## src/rtl/ebr_read_lane_unpacker.sv

```systemverilog
// rtl/ebr_read_lane_unpacker.sv - narrow-lane read adapter in front of a wide block RAM read port
//
// Splits a narrow lane address into a RAM word address and a lane select.
// It issues the RAM read in the same cycle it accepts the request. The lane
// and mode are tracked through the RAM latency. On capture, the selected lane
// is unpacked and queued as a right-justified, zero-extended response.
//
// Ports:
//   clk, rst              clock, synchronous active-high reset
//   req_valid/req_ready   request handshake
//   req_mode              lane mode; lane width = WORD_W >> req_mode
//   req_addr              narrow lane address (WA_W+3 bits)
//   ram_re, ram_raddr     RAM read enable and word address
//   ram_rdata             RAM read data, valid RD_LAT cycles after ram_re
//   rsp_valid/rsp_ready   response handshake
//   rsp_data              extracted lane, right-justified, upper bits zero
//   addr_err              sticky out-of-range address flag

module ebr_read_lane_unpacker #(
    parameter int WORD_W = 16,
    parameter int WA_W   = 8,
    parameter int RD_LAT = 1,
    parameter int LAYOUT = 0
) (
    input  logic              clk,
    input  logic              rst,
    input  logic              req_valid,
    output logic              req_ready,
    input  logic [1:0]        req_mode,
    input  logic [WA_W+2:0]   req_addr,
    output logic              ram_re,
    output logic [WA_W-1:0]   ram_raddr,
    input  logic [WORD_W-1:0] ram_rdata,
    output logic              rsp_valid,
    input  logic              rsp_ready,
    output logic [WORD_W-1:0] rsp_data,
    output logic              addr_err
);

    localparam int DEPTH = RD_LAT + 2;
    localparam int PW    = $clog2(DEPTH);
    localparam int CW    = $clog2(DEPTH + 1);
    localparam int IW    = $clog2(WORD_W);

    // Gathers lane l of word w for mode m into the low bits of the result.
    // Interleaved: bit j comes from w[l + j*2^m]; contiguous: from w[l*LW + j].
    function automatic logic [WORD_W-1:0] unpack(input logic [WORD_W-1:0] w,
                                                 input logic [1:0]        m,
                                                 input logic [2:0]        l);
        logic [WORD_W-1:0] r;
        int                lw;
        int                idx;
        r  = '0;
        lw = WORD_W >> m;
        for (int j = 0; j < WORD_W; j++) begin
            if (LAYOUT == 0) begin
                idx = int'(l) + (j << m);
            end else begin
                idx = int'(l) * lw + j;
            end
            if (j < lw && idx < WORD_W) begin
                r[j[IW-1:0]] = w[idx[IW-1:0]];
            end
        end
        return r;
    endfunction

    // Address split
    logic [WA_W+2:0] addr_shift;
    logic            addr_oor;
    logic [2:0]      req_lane;

    assign addr_shift = req_addr >> req_mode;
    assign ram_raddr  = addr_shift[WA_W-1:0];
    assign addr_oor   = |addr_shift[WA_W+2:WA_W];

    always_comb begin
        req_lane = 3'd0;
        case (req_mode)
            2'd0:    req_lane = 3'd0;
            2'd1:    req_lane = {2'b00, req_addr[0]};
            2'd2:    req_lane = {1'b0, req_addr[1:0]};
            default: req_lane = req_addr[2:0];
        endcase
    end

    // Handshakes
    logic [CW-1:0] credits;
    logic [CW-1:0] count;
    logic          accept;
    logic          pop;
    logic          push;

    // Credits cover every slot that is in flight or buffered, so the FIFO
    // cannot overflow even though capture has no backpressure.
    assign req_ready = !rst && (credits < CW'(DEPTH));
    assign accept    = req_valid && req_ready;
    assign ram_re    = accept;
    assign rsp_valid = !rst && (count != '0);
    assign pop       = rsp_valid && rsp_ready;

    always_ff @(posedge clk) begin
        if (rst) begin
            credits <= '0;
        end else begin
            credits <= credits + CW'(accept) - CW'(pop);
        end
    end

    // Latency tracking; only the valid bit needs clearing on reset so that
    // RAM data returning for pre-reset reads is ignored.
    logic       pipe_v    [1:RD_LAT];
    logic [1:0] pipe_mode [1:RD_LAT];
    logic [2:0] pipe_lane [1:RD_LAT];

    always_ff @(posedge clk) begin
        if (rst) begin
            for (int k = 1; k <= RD_LAT; k++) begin
                pipe_v[k] <= 1'b0;
            end
        end else begin
            pipe_v[1] <= accept;
            for (int k = 2; k <= RD_LAT; k++) begin
                pipe_v[k] <= pipe_v[k-1];
            end
        end
    end

    always_ff @(posedge clk) begin
        pipe_mode[1] <= req_mode;
        pipe_lane[1] <= req_lane;
        for (int k = 2; k <= RD_LAT; k++) begin
            pipe_mode[k] <= pipe_mode[k-1];
            pipe_lane[k] <= pipe_lane[k-1];
        end
    end

    logic [WORD_W-1:0] cap_data;

    assign push     = pipe_v[RD_LAT];
    assign cap_data = unpack(ram_rdata, pipe_mode[RD_LAT], pipe_lane[RD_LAT]);

    // Response FIFO
    logic [WORD_W-1:0] fifo_mem [DEPTH];
    logic [PW-1:0]     wr_ptr;
    logic [PW-1:0]     rd_ptr;
    logic [WORD_W-1:0] last_q;

    function automatic logic [PW-1:0] next_ptr(input logic [PW-1:0] p);
        return (p == PW'(DEPTH - 1)) ? '0 : p + PW'(1);
    endfunction

    always_ff @(posedge clk) begin
        if (rst) begin
            wr_ptr <= '0;
            rd_ptr <= '0;
            count  <= '0;
            last_q <= '0;
        end else begin
            if (push) begin
                wr_ptr <= next_ptr(wr_ptr);
            end
            if (pop) begin
                rd_ptr <= next_ptr(rd_ptr);
                last_q <= fifo_mem[rd_ptr];
            end
            count <= count + CW'(push) - CW'(pop);
        end
    end

    always_ff @(posedge clk) begin
        if (push) begin
            fifo_mem[wr_ptr] <= cap_data;
        end
    end

    // When the FIFO is empty, the output keeps the value of the last popped
    // entry rather than exposing a stale slot.
    assign rsp_data = rst ? '0 : ((count != '0) ? fifo_mem[rd_ptr] : last_q);

    always_ff @(posedge clk) begin
        if (rst) begin
            addr_err <= 1'b0;
        end else if (accept && addr_oor) begin
            addr_err <= 1'b1;
        end
    end

endmodule

```

## config.mk

```make
export PLATFORM = sky130hd
export DESIGN_NAME = ebr_read_lane_unpacker
export DESIGN_NICKNAME = d
export VERILOG_FILES = /design/src/rtl/ebr_read_lane_unpacker.sv
export SDC_FILE = /design/constraint.sdc
export NUM_CORES = 1
export LEC_CHECK = 0
export CORE_AREA = 2 2 97 99
export CTS_CLUSTER_DIAMETER = 40
export DETAILED_ROUTE_END_ITERATION = 6
export DIE_AREA = 0 0 99 101
export PLACE_DENSITY = 0.92
export SLEW_MARGIN = 20
export SYNTH_ARGS = -nofsm -noshare
export SYNTH_HDL_FRONTEND = slang
export SYNTH_SLANG_ARGS = --single-unit
```

## constraint.sdc

```tcl
create_clock -name clk -period 8.6 [get_ports clk]
set_input_delay 2.58 -clock clk [delete_from_list [all_inputs] [get_ports clk]]
set_output_delay 2.58 -clock clk [all_outputs]
set_load 0.005 [all_outputs]
```

# ---- Yosys cells after proc, flatten, opt, wreduce, memory -nomap -nowiden
# Memory sizes are Yosys's and may differ from the RTL's. A register that Yosys moved wholly into a read port is not among the register bits.
# Cells that the tools add are included.
dict set report totals {
  regBits 25
  ram_bits 54
  input_bits 33
  elab_cells 190
  n_memories 4
}
dict set report op_classes {
  addsub 22
  n_lt_le_gt_ge 49
  n_eq_ne 4
  shifts 18
  n_mux 61
  bitwise 1
  reduce_logical 25
}
# memory words width read_ports rd_clocked_by_memory_dff wr line
set memory_table {}
lappend memory_table {fifo_mem 3 16 1 1 1 144} ;# logic [WORD_W-1:0] fifo_mem [DEPTH];
lappend memory_table {pipe_lane 1 3 1 0 1 114} ;# logic [2:0] pipe_lane [1:RD_LAT];
lappend memory_table {pipe_mode 1 2 1 0 1 113} ;# logic [1:0] pipe_mode [1:RD_LAT];
lappend memory_table {pipe_v 1 1 1 0 1 112} ;# logic pipe_v [1:RD_LAT];
# cell count
set op_table {}
lappend op_table {{adder 4 x 32 -> 32 bit} 16}
lappend op_table {{less-than comparator 32 x 6 -> 1 bit (second input constant)} 16}
lappend op_table {{less-than comparator 5 x 32 -> 1 bit (first input constant)} 8}
lappend op_table {{<< shifter 4 x 2 -> 32 bit (first input constant)} 8}
lappend op_table {{less-than comparator 4 x 32 -> 1 bit (first input constant)} 4}
lappend op_table {{<< shifter 3 x 2 -> 32 bit (first input constant)} 4}
lappend op_table {{less-than comparator 4 x 5 -> 1 bit (second input constant)} 16}
lappend op_table {{binary-select mux 1 bit (select 4 bit)} 16}
lappend op_table {{less-than comparator 3 x 32 -> 1 bit (first input constant)} 2}
lappend op_table {{<< shifter 1 x 2 -> 32 bit (first input constant)} 2}
lappend op_table {{<< shifter 2 x 2 -> 32 bit (first input constant)} 2}
lappend op_table {{two-way mux 1 bit} 38}
lappend op_table {{less-than comparator 1 x 32 -> 1 bit (first input constant)} 1}
lappend op_table {{less-than comparator 2 x 32 -> 1 bit (first input constant)} 1}
lappend op_table {{two-way mux 16 bit} 2}
lappend op_table {{right shift 5 x 2 -> 32 bit (first input constant)} 1}
lappend op_table {{logical AND 1 bit} 21}
lappend op_table {{right shift 11 x 2 -> 11 bit} 1}
lappend op_table {{one-hot mux 3 bit (3 select lines)} 1}
lappend op_table {{two-way mux 2 bit} 4}
lappend op_table {{equality test 2 bit (second input constant)} 3}
lappend op_table {{adder 2 x 1 -> 2 bit} 2}
lappend op_table {{adder 2 x 1 -> 2 bit (second input constant)} 2}
lappend op_table {{subtractor 2 x 1 -> 2 bit} 2}
lappend op_table {{other kinds (7)} 7}

# ---- Longest topological paths before layout
dict set report logic_depth {
  word_depth 5
  depth_mapped 10
  ltp_nobuf 9
}

# ---- Worst setup path before layout
# OpenSTA, ideal clock, no wires.
dict set report synth_path {
  path_type {input-to-output}
  startpoint {input port req_mode[0]}
  endpoint {output port ram_raddr[0]}
  t_arrival_ns 3.528
  path_slack_ns 2.492
  path_stages 2
  cell_sequence {buf_1 > mux4_2}
}
dict set report synth_between {
  elab_chain_cells 1
}
# item line
set synth_lines {}
lappend synth_lines {{start, declared} 29} ;# input logic [1:0] req_mode,
lappend synth_lines {{right shift 11 x 2 -> 11 bit} 73} ;# assign addr_shift = req_addr >> req_mode;
lappend synth_lines {{end, declared} 32} ;# output logic [WA_W-1:0] ram_raddr,
# Every way passes these cells.

# ---- Worst setup path after layout
dict set report layout_path {
  startpoint {input port req_mode[0]}
  endpoint {output port ram_raddr[7]}
}
# The elaborated chain is that of the path after synthesis.

==> flow_metrics.py <==
metrics = {
    "layout": {
        "drive_above_1_share_pct": 10.70,
        "nFillCells": 641,
        "area_growth_syn_to_layout_pct": 15.64,
        "utilization_pct": 68.33,
        "final_nets": 620,
        "diodes": 0,
        "finalNonFillerCells": 672,
    },
    "hold_path": {
        "hp-class": "register to register",
    },
    "synthesis": {
        "synthFlopType": "edfxtp_1",
        "synth-seq-cells": 81,
        "synth_nets": 573,
        "synth_edf_count": 48,
        "yosysSeqAreaShare_pct": 39.62,
        "yosys_warnings": 0,
        "syn_inst": 509,
        "synth-async-reset-ratio_pct": 0,
        "syn_avg_cell_area_sq_um": 10.42,
        "synth_area_sq_um": 5305,
        "ys_types": 52,
    },
    "placed_design": {
        "gp_congestion": 0.9404,
        "port_buffers": 60,
        "numPlacedInstances": 656,
        "dp_hpwl_um": 8364,
        "dp_slack_ps": 1547,
    },
    "global_routing": {
        "grt_max_degree": 43,
        "grt_pass1_vias": 3934,
        "grtUsageTotal_pct": 23.35,
        "antenna_found_initial": 0,
        "grt-ovfl-total": 0,
        "grt_pass1_wl_um": 18680,
    },
    "floorplanning": {
        "start_util_pct": 59.09,
        "die_h_um": 101,
        "core.rowCount": 35,
        "boundaryPins": 61,
        "die_w_um": 99,
        "core_area_sq_um": 8977,
        "die_area_sq_um": 9999,
    },
    "timing": {
        "period_minus_slack_ps": 7025,
        "maxSlewViolCount": 0,
        "rsz0062_at_grt": "no",
        "finalCritPeriodShare_pct": 81.68,
        "worst_pin_slew_ps": 888.2,
        "finalSetupTns_ps": 0,
        "max_freq_mhz": 142.4,
        "max-slew-margin-rel_pct": 39.26,
        "setup_viol": 0,
        "hold_viol": 0,
        "fin_skew_ps": 16.63,
        "worst_slack_ps": 1575,
    },
    "clock_tree": {
        "clk_latency_ps": 350,
        "cts_tree": "built",
        "hold_buffers": 0,
        "h-tree-depth": 3,
        "cts_root_buf": "clkbuf_8",
        "path_clk_slew_ps": 80,
        "clock_path_buffers": 2,
        "clkSinkCount": 81,
        "post-cts-setup-buffers": 0,
        "cts_resized": 0,
        "cts_inserted_buffers": 9,
    },
    "power_and_ir_drop": {
        "leakage_nw": 2.356,
        "irDropWorstVdd_mv": 0.07359,
        "power.density_nw_per_um2": 161.5,
    },
    "routing": {
        "drtIter0Drc": 244,
        "post_drt_wl_per_cell_um": 16.67,
        "drc": 0,
        "routed_wirelength_um": 11200,
        "vias": 4078,
        "viasPerCell": 6.068,
        "final_antenna_net_count": 0,
        "dr.pass1.iters": 5,
    },
    "critical_path": {
        "arrival_ps": 4440,
        "worst_setup_path_end_kind": "output pin",
        "start_kind": "input pin",
        "worstPathRequired_ps": 6020,
        "critPathMaxFanout": 12,
        "path_class": "input pin to output pin",
    },
    "run": {
        "drv_cap": 0,
    },
    "outcome": {
        "outcome": "finished clean",
    },
}
area by class of cell:
type / instances / area [sq um] / share of cell area, %
inverter: 10 / 37.54 / 0.6119
tap: 111 / 138.9 / 2.264
multi-input combinational: 389 / 3034 / 49.46
clock inverter: 4 / 27.53 / 0.4487
sequential: 81 / 2102 / 34.26
timing repair buffer: 65 / 638.1 / 10.40
clock buffer: 12 / 156.4 / 2.549
critical path, cell delays in order:
cell             delay [ps]
clkdlybuf4s50_1         820
mux4_2                  580
clkdlybuf4s50_1         460
synth_stat cells, types with 3 or more instances:
library cell	number	area, sq um
nand3_1	20	100.1
and2_1	3	18.77
edfxtp_1	48	1441
nor2_1	21	78.83
clkbuf_1	18	67.56
or3_1	4	25.02
buf_4	5	37.54
a21oi_1	35	175.2
o211a_1	4	40.04
dfxtp_1	33	660.6
xor2_1	10	87.58
inv_1	9	33.78
buf_2	3	15.01
nand2b_1	3	18.77
nor4_1	4	25.02
a21o_1	4	30.03
nand2_1	80	300.3
mux2i_1	32	320.3
nand3b_1	17	127.6
nor3_1	5	25.02
ha_1	28	350.3
xnor2_1	16	140.1
nor2b_1	4	25.02
mux2_2	11	123.9
fa_1	3	60.06
mux4_2	22	495.5
o21ai_0	31	155.2
state kept, by name (all words and copies together) (netlist names), named ones only:
signal     flops
credits        2
count          2
rd_ptr         2
addr_err       1
last_q        16
pipe_lane      3
pipe_v         1
pipe_mode      2
wr_ptr         2
fifo_mem      48
path summary, 6_finish.rpt:
check             startpoint  depth (start not counted)              end  slack (ps)
min                last_q[5]                          2        last_q[5]         480
max              req_mode[0]                          3     ram_raddr[7]        1580
max reg2reg  pipe_mode[1][1]                          8  fifo_mem[0][11]        3870
min reg2reg        last_q[5]                          2        last_q[5]         480
per-stage QoR:
step | power (mW) | hold WS, ps | instance area, sq um
after CTS | 0.9946 | 477.7 | 6132
after detailed placement | 0.7479 | 463.1 | 5948
after floorplan | 0.6540 | 447.0 | 5305
after global routing | 1.047 | 497.9 | 6135
after global placement | 0.7354 | 456.6 | 5948
final | 0.9909 | 477.0 | 6135
cells by family (layout without fill, tap and decap cells):
| kind of cell | after synthesis | count (layout) | share of synthesized area (%) |
|---|---|---|---|
| AOI/OAI and AO/OA | 93 | 93 | 10.57 |
| adders and majority gates | 31 | 31 | 7.736 |
| xor gates and xnor gates | 26 | 26 | 4.292 |
| DFF | 81 | 81 | 39.62 |
| and+or+nand+nor | 172 | 172 | 15.75 |
| buffers and inverters | 39 | 91 | 3.325 |
| muxes | 67 | 67 | 18.70 |
cell usage in the layout, fill, tap and decap left out, types with 3 or more instances in the layout:
master,instances
o211a_1,4
o21ai_0,31
a21oi_1,35
nor2_1,20
buf_4,5
ha_1,28
mux2_2,11
nand2_1,80
inv_1,9
nand3_1,20
xor2_1,10
edfxtp_1,48
nand2b_1,3
clkdlybuf4s50_1,60
and2_1,3
nor3_1,4
a21o_1,4
mux4_2,22
mux2i_1,32
or3_1,4
xnor2_1,16
fa_1,3
dfxtp_1,33
nand3b_1,17
nor2b_1,4
nor4_1,4
clkbuf_8,9
report_power, final:
group          switching, mW  internal (mW)
registers             0.0219          0.436
clock network          0.126          0.123
logic                  0.142          0.142
total                  0.290          0.700
metal layers:
layer | share of wire, % | vias up | track usage, %
met3 | 5.6 | 20 | 4.022
met4 | 1.9 | 0 | 8.325
met2 | 52 | 145 | 40.96
met1 | 41 | 1943 | 29.15
met5 | 0 | - | 0
li1 | - | 1970 | -
(Power assumes the default switching activity.)
